<file path="src/rtl/pipeline_pkg.sv">
// Shared definitions for the pipeline hazard controller: forwarding select
// codes, hazard FSM state type and the default register address width.
package pipeline_pkg;

  localparam int unsigned REG_AW = 5;

  localparam logic [1:0] FWD_RF  = 2'b00;
  localparam logic [1:0] FWD_MEM = 2'b01;
  localparam logic [1:0] FWD_WB  = 2'b10;

  typedef enum logic [1:0] {
    RUN      = 2'd0,
    LU_STALL = 2'd1,
    MEM_WAIT = 2'd2
  } hz_state_t;

endpackage

</file>
<file path="src/rtl/pipeline_hazard_ctrl_fwd_detect.sv">
// Forwarding source selection for one EX operand, decided while the consumer is in ID.
module fwd_detect #(
  parameter int unsigned REG_AW = pipeline_pkg::REG_AW
) (
  input  logic [REG_AW-1:0] rs_addr,
  input  logic [REG_AW-1:0] rd_addr_EX,
  input  logic              RegWrite_EX,
  input  logic              MemRead_EX,
  input  logic [REG_AW-1:0] rd_addr_MEM,
  input  logic              RegWrite_MEM,
  output logic [1:0]        fwd_sel
);
  import pipeline_pkg::*;

  logic ex_match;
  logic mem_match;

  // A load in EX cannot forward; the load-use stall moves it to MEM first.
  assign ex_match  = RegWrite_EX && !MemRead_EX && (rd_addr_EX != '0) &&
                     (rs_addr == rd_addr_EX);
  assign mem_match = RegWrite_MEM && (rd_addr_MEM != '0) && (rs_addr == rd_addr_MEM);

  always_comb begin
    fwd_sel = FWD_RF;
    if (ex_match) begin
      fwd_sel = FWD_MEM;
    end else if (mem_match) begin
      fwd_sel = FWD_WB;
    end
  end

endmodule

</file>
<file path="src/rtl/pipeline_hazard_ctrl.sv">
// Hazard/sequencing controller: stage enables, flushes, PC redirect and registered
// forwarding selects. Optional performance counters are built with PERF_CNT_EN.
module pipeline_hazard_ctrl #(
  parameter int unsigned REG_AW = pipeline_pkg::REG_AW
`ifdef PERF_CNT_EN
  ,
  parameter int unsigned CNT_W  = 32
`endif
) (
  input  logic              clk,
  input  logic              rst_n,
  input  logic [REG_AW-1:0] rs1_addr_ID,
  input  logic [REG_AW-1:0] rs2_addr_ID,
  input  logic              rs1_used_ID,
  input  logic              rs2_used_ID,
  input  logic [REG_AW-1:0] rd_addr_EX,
  input  logic              RegWrite_EX,
  input  logic              MemRead_EX,
  input  logic [REG_AW-1:0] rd_addr_MEM,
  input  logic              RegWrite_MEM,
  input  logic              MemRead_MEM,
  input  logic              MemWrite_MEM,
  input  logic              mem_ready,
  input  logic              Branch_EX,
  input  logic              Jump_EX,
  input  logic              zero_out_EX,
  output logic              PC_en,
  output logic              IF_ID_en,
  output logic              ID_EX_en,
  output logic              EX_MEM_en,
  output logic              MEM_WB_en,
  output logic              IF_ID_flush,
  output logic              ID_EX_flush,
  output logic              PC_sel,
  output logic [1:0]        fwd_A_sel,
  output logic [1:0]        fwd_B_sel
`ifdef PERF_CNT_EN
  ,
  output logic [CNT_W-1:0]  stall_cycles,
  output logic [CNT_W-1:0]  flush_events
`endif
);
  import pipeline_pkg::*;

  hz_state_t state;
  hz_state_t state_nxt;

  logic       taken;
  logic       mem_busy;
  logic       lu_hit;
  logic [1:0] fwd_a_dec;
  logic [1:0] fwd_b_dec;

  assign taken    = Jump_EX | (Branch_EX & zero_out_EX);
  assign mem_busy = (MemRead_MEM | MemWrite_MEM) & ~mem_ready;
  assign lu_hit   = MemRead_EX && RegWrite_EX && (rd_addr_EX != '0) &&
                    ((rs1_used_ID && (rs1_addr_ID == rd_addr_EX)) ||
                     (rs2_used_ID && (rs2_addr_ID == rd_addr_EX)));

  fwd_detect #(.REG_AW(REG_AW)) u_fwd_a (
    .rs_addr      (rs1_addr_ID),
    .rd_addr_EX   (rd_addr_EX),
    .RegWrite_EX  (RegWrite_EX),
    .MemRead_EX   (MemRead_EX),
    .rd_addr_MEM  (rd_addr_MEM),
    .RegWrite_MEM (RegWrite_MEM),
    .fwd_sel      (fwd_a_dec)
  );

  fwd_detect #(.REG_AW(REG_AW)) u_fwd_b (
    .rs_addr      (rs2_addr_ID),
    .rd_addr_EX   (rd_addr_EX),
    .RegWrite_EX  (RegWrite_EX),
    .MemRead_EX   (MemRead_EX),
    .rd_addr_MEM  (rd_addr_MEM),
    .RegWrite_MEM (RegWrite_MEM),
    .fwd_sel      (fwd_b_dec)
  );

  // Outputs follow the live hazard conditions so the first cycle of a memory
  // wait or stall is covered before the FSM has registered it.
  always_comb begin
    PC_en       = 1'b1;
    IF_ID_en    = 1'b1;
    ID_EX_en    = 1'b1;
    EX_MEM_en   = 1'b1;
    MEM_WB_en   = 1'b1;
    IF_ID_flush = 1'b0;
    ID_EX_flush = 1'b0;
    PC_sel      = 1'b0;
    if (mem_busy) begin
      PC_en     = 1'b0;
      IF_ID_en  = 1'b0;
      ID_EX_en  = 1'b0;
      EX_MEM_en = 1'b0;
      MEM_WB_en = 1'b0;
    end else if (taken) begin
      PC_sel      = 1'b1;
      IF_ID_flush = 1'b1;
      ID_EX_flush = 1'b1;
    end else if (lu_hit) begin
      PC_en       = 1'b0;
      IF_ID_en    = 1'b0;
      ID_EX_flush = 1'b1;
    end
  end

  always_comb begin
    state_nxt = RUN;
    if (mem_busy) begin
      state_nxt = MEM_WAIT;
    end else if ((state == RUN) && lu_hit && !taken) begin
      state_nxt = LU_STALL;
    end
  end

  always_ff @(posedge clk or negedge rst_n) begin
    if (!rst_n) begin
      state     <= RUN;
      fwd_A_sel <= FWD_RF;
      fwd_B_sel <= FWD_RF;
    end else begin
      state <= state_nxt;
      if (ID_EX_flush) begin
        fwd_A_sel <= FWD_RF;
        fwd_B_sel <= FWD_RF;
      end else if (ID_EX_en) begin
        fwd_A_sel <= fwd_a_dec;
        fwd_B_sel <= fwd_b_dec;
      end
    end
  end

`ifdef PERF_CNT_EN
  always_ff @(posedge clk or negedge rst_n) begin
    if (!rst_n) begin
      stall_cycles <= '0;
      flush_events <= '0;
    end else begin
      if (!PC_en && (stall_cycles != '1)) begin
        stall_cycles <= stall_cycles + CNT_W'(1);
      end
      if (taken && !mem_busy && (flush_events != '1)) begin
        flush_events <= flush_events + CNT_W'(1);
      end
    end
  end
`endif

endmodule

</file>
<file path="config.mk">
export PLATFORM = sky130hd
export DESIGN_NAME = pipeline_hazard_ctrl
export DESIGN_NICKNAME = d
export VERILOG_FILES = /design/src/rtl/pipeline_pkg.sv /design/src/rtl/pipeline_hazard_ctrl_fwd_detect.sv /design/src/rtl/pipeline_hazard_ctrl.sv
export SDC_FILE = /design/constraint.sdc
export NUM_CORES = 1
export LEC_CHECK = 0
export ABC_CLOCK_PERIOD_IN_PS = 4600
export CORE_MARGIN = 2
export CORE_UTILIZATION = 33
export DETAILED_ROUTE_END_ITERATION = 6
export PLACE_DENSITY_LB_ADDON = 0.12
export SYNTH_ARGS = -nofsm -noshare
export SYNTH_HDL_FRONTEND = slang
export SYNTH_SLANG_ARGS = --single-unit
</file>
<file path="constraint.sdc">
create_clock -name clk -period 4.6 [get_ports clk]
set_clock_uncertainty 0.15 [all_clocks]
set_input_delay 1.38 -clock clk [delete_from_list [all_inputs] [get_ports clk]]
set_output_delay 1.38 -clock clk [all_outputs]
set_load 0.005 [all_outputs]
</file>
==> flow_summary_export.csv <==
group,metric,value,unit
pwr,peakVddDrop,0.0875,mV
critical_path,slowest_delay,0.52,ns
final_layout,final_area,1170,um^2
final_layout,antenna_cells,0,
place,placed_area,1120,um^2
logic_synthesis,synth_mux_area_share,0,%
clock_network,cts_inserted_buffers,3,
clock_network,cts.clk_slew.worst_paths,0.04,ns
critical_path,cp.required,3.07,ns
timing,period_share,97.0,%
logic_synthesis,synth_nets,99,
clock_network,ctsHoldBuffers,0,
logic_synthesis,synth_fa_ha_area_share,0,%
timing,tightestPinTransition,0.385,ns
final_layout,nNetsFinal,169,
logic_synthesis,ys_warn_count,0,
clock_network,cts_tree,"yes",
logic_synthesis,syn_avg_cell_area,8.00,um^2
clock_network,clk_latency,0.24,ns
detailed_routing,dr_wl_met2,939,um
place,gp_congestion,0.836,
status,status,"completed",
flow_run,cap_violations,0,
pwr,p_int,0.122,mW
global_routing,grt_pass1_wl,2990,um
final_layout,syn2layout_area_growth,121,%
final_layout,mostFrequentLayoutCells,"36 x clkdlybuf4s50_1, 25 x buf_4, 12 x xor2_1",
timing,fmaxAchievable,0.224,GHz
detailed_routing,met1Wirelength,693,um
detailed_routing,top_layer,"met4",
global_routing,grt_antenna_before_repair,0,
place,placedCellCount,143,
critical_path,crit_path_end_kind,"primary output",
critical_path,path_cells,"clkdlybuf4s50_1, xor2_1, nor3_2, and2_1, a22o_1, buf_4, a21oi_2, buf_2",
timing,grt_setup_unrepaired,"false",
timing,period_needed,4.46,ns
logic_synthesis,ys_types,23,
timing,slew_violations,0,
global_routing,grt_use_total,21.1,%
final_layout,drive_gt1_share,26.1,%
clock_network,clockBufferDepth,2,
worst_hold_path,hold_path_class,"reg -> reg",
pwr,swShare,28.5,%
logic_synthesis,synth_xor_xnor_area_share,33.2,%
detailed_routing,drtPass1Iterations,4,
detailed_routing,ant_nets,0,
clock_network,cts-root-buf,"clkbuf_4",
logic_synthesis,synth-simple-area-share,20.4,%
critical_path,worst_path_max_delay_cell,"clkdlybuf4s50_1",
global_routing,grt_pass1_vias,724,
detailed_routing,vias_per_cell,4.88,
floorplan,core,1510,um^2
detailed_routing,wl,1810,um
floorplan,start_util,35.0,%
logic_synthesis,yosys_register_bits,4,
detailed_routing,num_vias,732,
floorplan,fp.dieW,44,um
final_layout,final_common_cell,"clkdlybuf4s50_1",
logic_synthesis,synth_top_family_by_area,"XOR/XNOR gates",
critical_path,path_max_fanout,2,
pwr,seqPwrFrac,21.0,%
pwr,leakage,0.515,nW
logic_synthesis,syn_area,528,um^2
detailed_routing,wl_met3,144,um
floorplan,ios,45,
critical_path,crit_buf_inv,3,
final_layout,fin_cells,150,
place,hpwl,1490,um
logic_synthesis,syn_inst,66,
final_layout,n_fill_cell,122,
logic_synthesis,synth_compound_area_share,20.4,%
critical_path,cp_top_family,"buffers and inverters",
critical_path,startpoint_type,"input pin",
global_routing,grt_overflow,0,
pwr,pwr-share-clk,26.4,%
global_routing,grt_start_max_net_pins,7,
floorplan,die_area,1940,um^2
detailed_routing,drt_iter0_drc,13,
logic_synthesis,ys_seq_area_share,19.0,%
detailed_routing,drc,0,
detailed_routing,wl_per_cell,12.0,um
floorplan,num_rows,14,
pwr,switching_power,0.0485,mW
pwr,power_frac_comb,52.6,%
timing,slew_headroom,74.2,%
pwr,cellPowerDensity,146,nW/um^2
place,portBuffers,44,
floorplan,die_h,44,um
timing,setup_viol,0,
clock_network,clock_sinks,4,
clock_network,htreeDepth,1,
critical_path,worstSetupPathType,"in -> out",
critical_path,critPathArrivalTime,2.93,ns
timing,final_hold_viol_count,0,
==> final timing paths <==
check	from	endpoint	slack [ns]	depth (start not counted)
min in group asynchronous	rst_n	fwd_B_sel[0]$_DFFE_PN0P_	1.19	1
max	rs1_addr_ID[1]	PC_en	0.14	8
min	fwd_A_sel[0]$_DFFE_PN0P_	fwd_A_sel[0]$_DFFE_PN0P_	0.33	2
max in group asynchronous	rst_n	fwd_B_sel[1]$_DFFE_PN0P_	2.94	1
min reg2reg	fwd_A_sel[0]$_DFFE_PN0P_	fwd_A_sel[0]$_DFFE_PN0P_	0.33	2
max reg2reg	fwd_A_sel[1]$_DFFE_PN0P_	fwd_A_sel[1]$_DFFE_PN0P_	3.72	2
==> routing by layer <==
layer  global-route usage (%)  vias up
met5                        0        -
li1                         -      365
met3                     4.58        4
met2                     37.9       35
met1                     24.4      328
met4                     7.27        0
==> worst reg2reg max path, delay by kind of cell (launching register included) <==
family | cells | cell delay, ns
AOI/OAI and AO/OA | 2 | 0.24
DFF | 1 | 0.36
==> state kept, by name, indices dropped and copies added (netlist names) <==
signal	count
fwd_A_sel	2
fwd_B_sel	2
==> what timing repair did <==
item / in CTS / in global routing
resized for setup: 15 / 2
endpoints found under the setup margin: 3 / 3
pin swaps: 5 / 2
setup buffers: 5 / 0
==> cells in the mapped netlist (all sizes together) <==
cell type / count / area share, %
a211o: 1 / 1.7
a211oi: 2 / 2.8
a21o: 1 / 1.4
a21oi: 2 / 1.9
a221oi: 1 / 2.8
a22o: 1 / 1.7
a22oi: 1 / 1.4
and2: 1 / 1.2
buf: 4 / 5.7
dfrtp: 4 / 19
inv: 2 / 1.4
nand2: 6 / 4.3
nand3: 4 / 3.8
nor2: 5 / 3.6
nor3: 3 / 2.8
nor4: 1 / 1.2
o211a: 1 / 1.9
o211ai: 2 / 2.8
o21ai: 2 / 1.9
or4: 2 / 3.6
xnor2: 8 / 13
xor2: 12 / 20
==> power groups by stage <==
stage                     clock (mW)  sequential, mW  combinational, mW
final                         0.0449          0.0358             0.0894
after global routing          0.0480          0.0358             0.0967
after CTS                     0.0469          0.0358             0.0896
after detailed placement           0          0.0362             0.0881
after global placement             0          0.0362             0.0866
after floorplan                    0          0.0363             0.0280
==> metrics by stage <==
stage / hold WS, ns / utilization [%] / TNS [ns] / power, mW / worst slack (ns)
after global placement: 0.319 / 74.1 / -0.829 / 0.123 / -0.280
after CTS: 0.336 / 77.7 / 0 / 0.172 / 0.0700
after global routing: 0.375 / 77.6 / 0 / 0.180 / 0.0345
after detailed placement: 0.328 / 74.1 / -0.848 / 0.124 / -0.285
after floorplan: 0.323 / - / 0 / 0.0643 / 0.568
final: 0.329 / 77.6 / 0 / 0.170 / 0.139
==> cell type report <==
type,instances,area [um^2],share of cell area [%]
clock buffers,3,22.5,1.93
repair buffers,69,614,52.6
flip-flops and latches,4,100,8.57
inverters,2,7.51,0.642
well taps,16,20.0,1.71
multi-input cells,56,404,34.6
==> cell families after synthesis <==
group,count (synthesis)
xor+xnor,20
flops,4
simple gates,22
compound gates,14
buf+inv,6
Power figures use the tool's default switching activity.
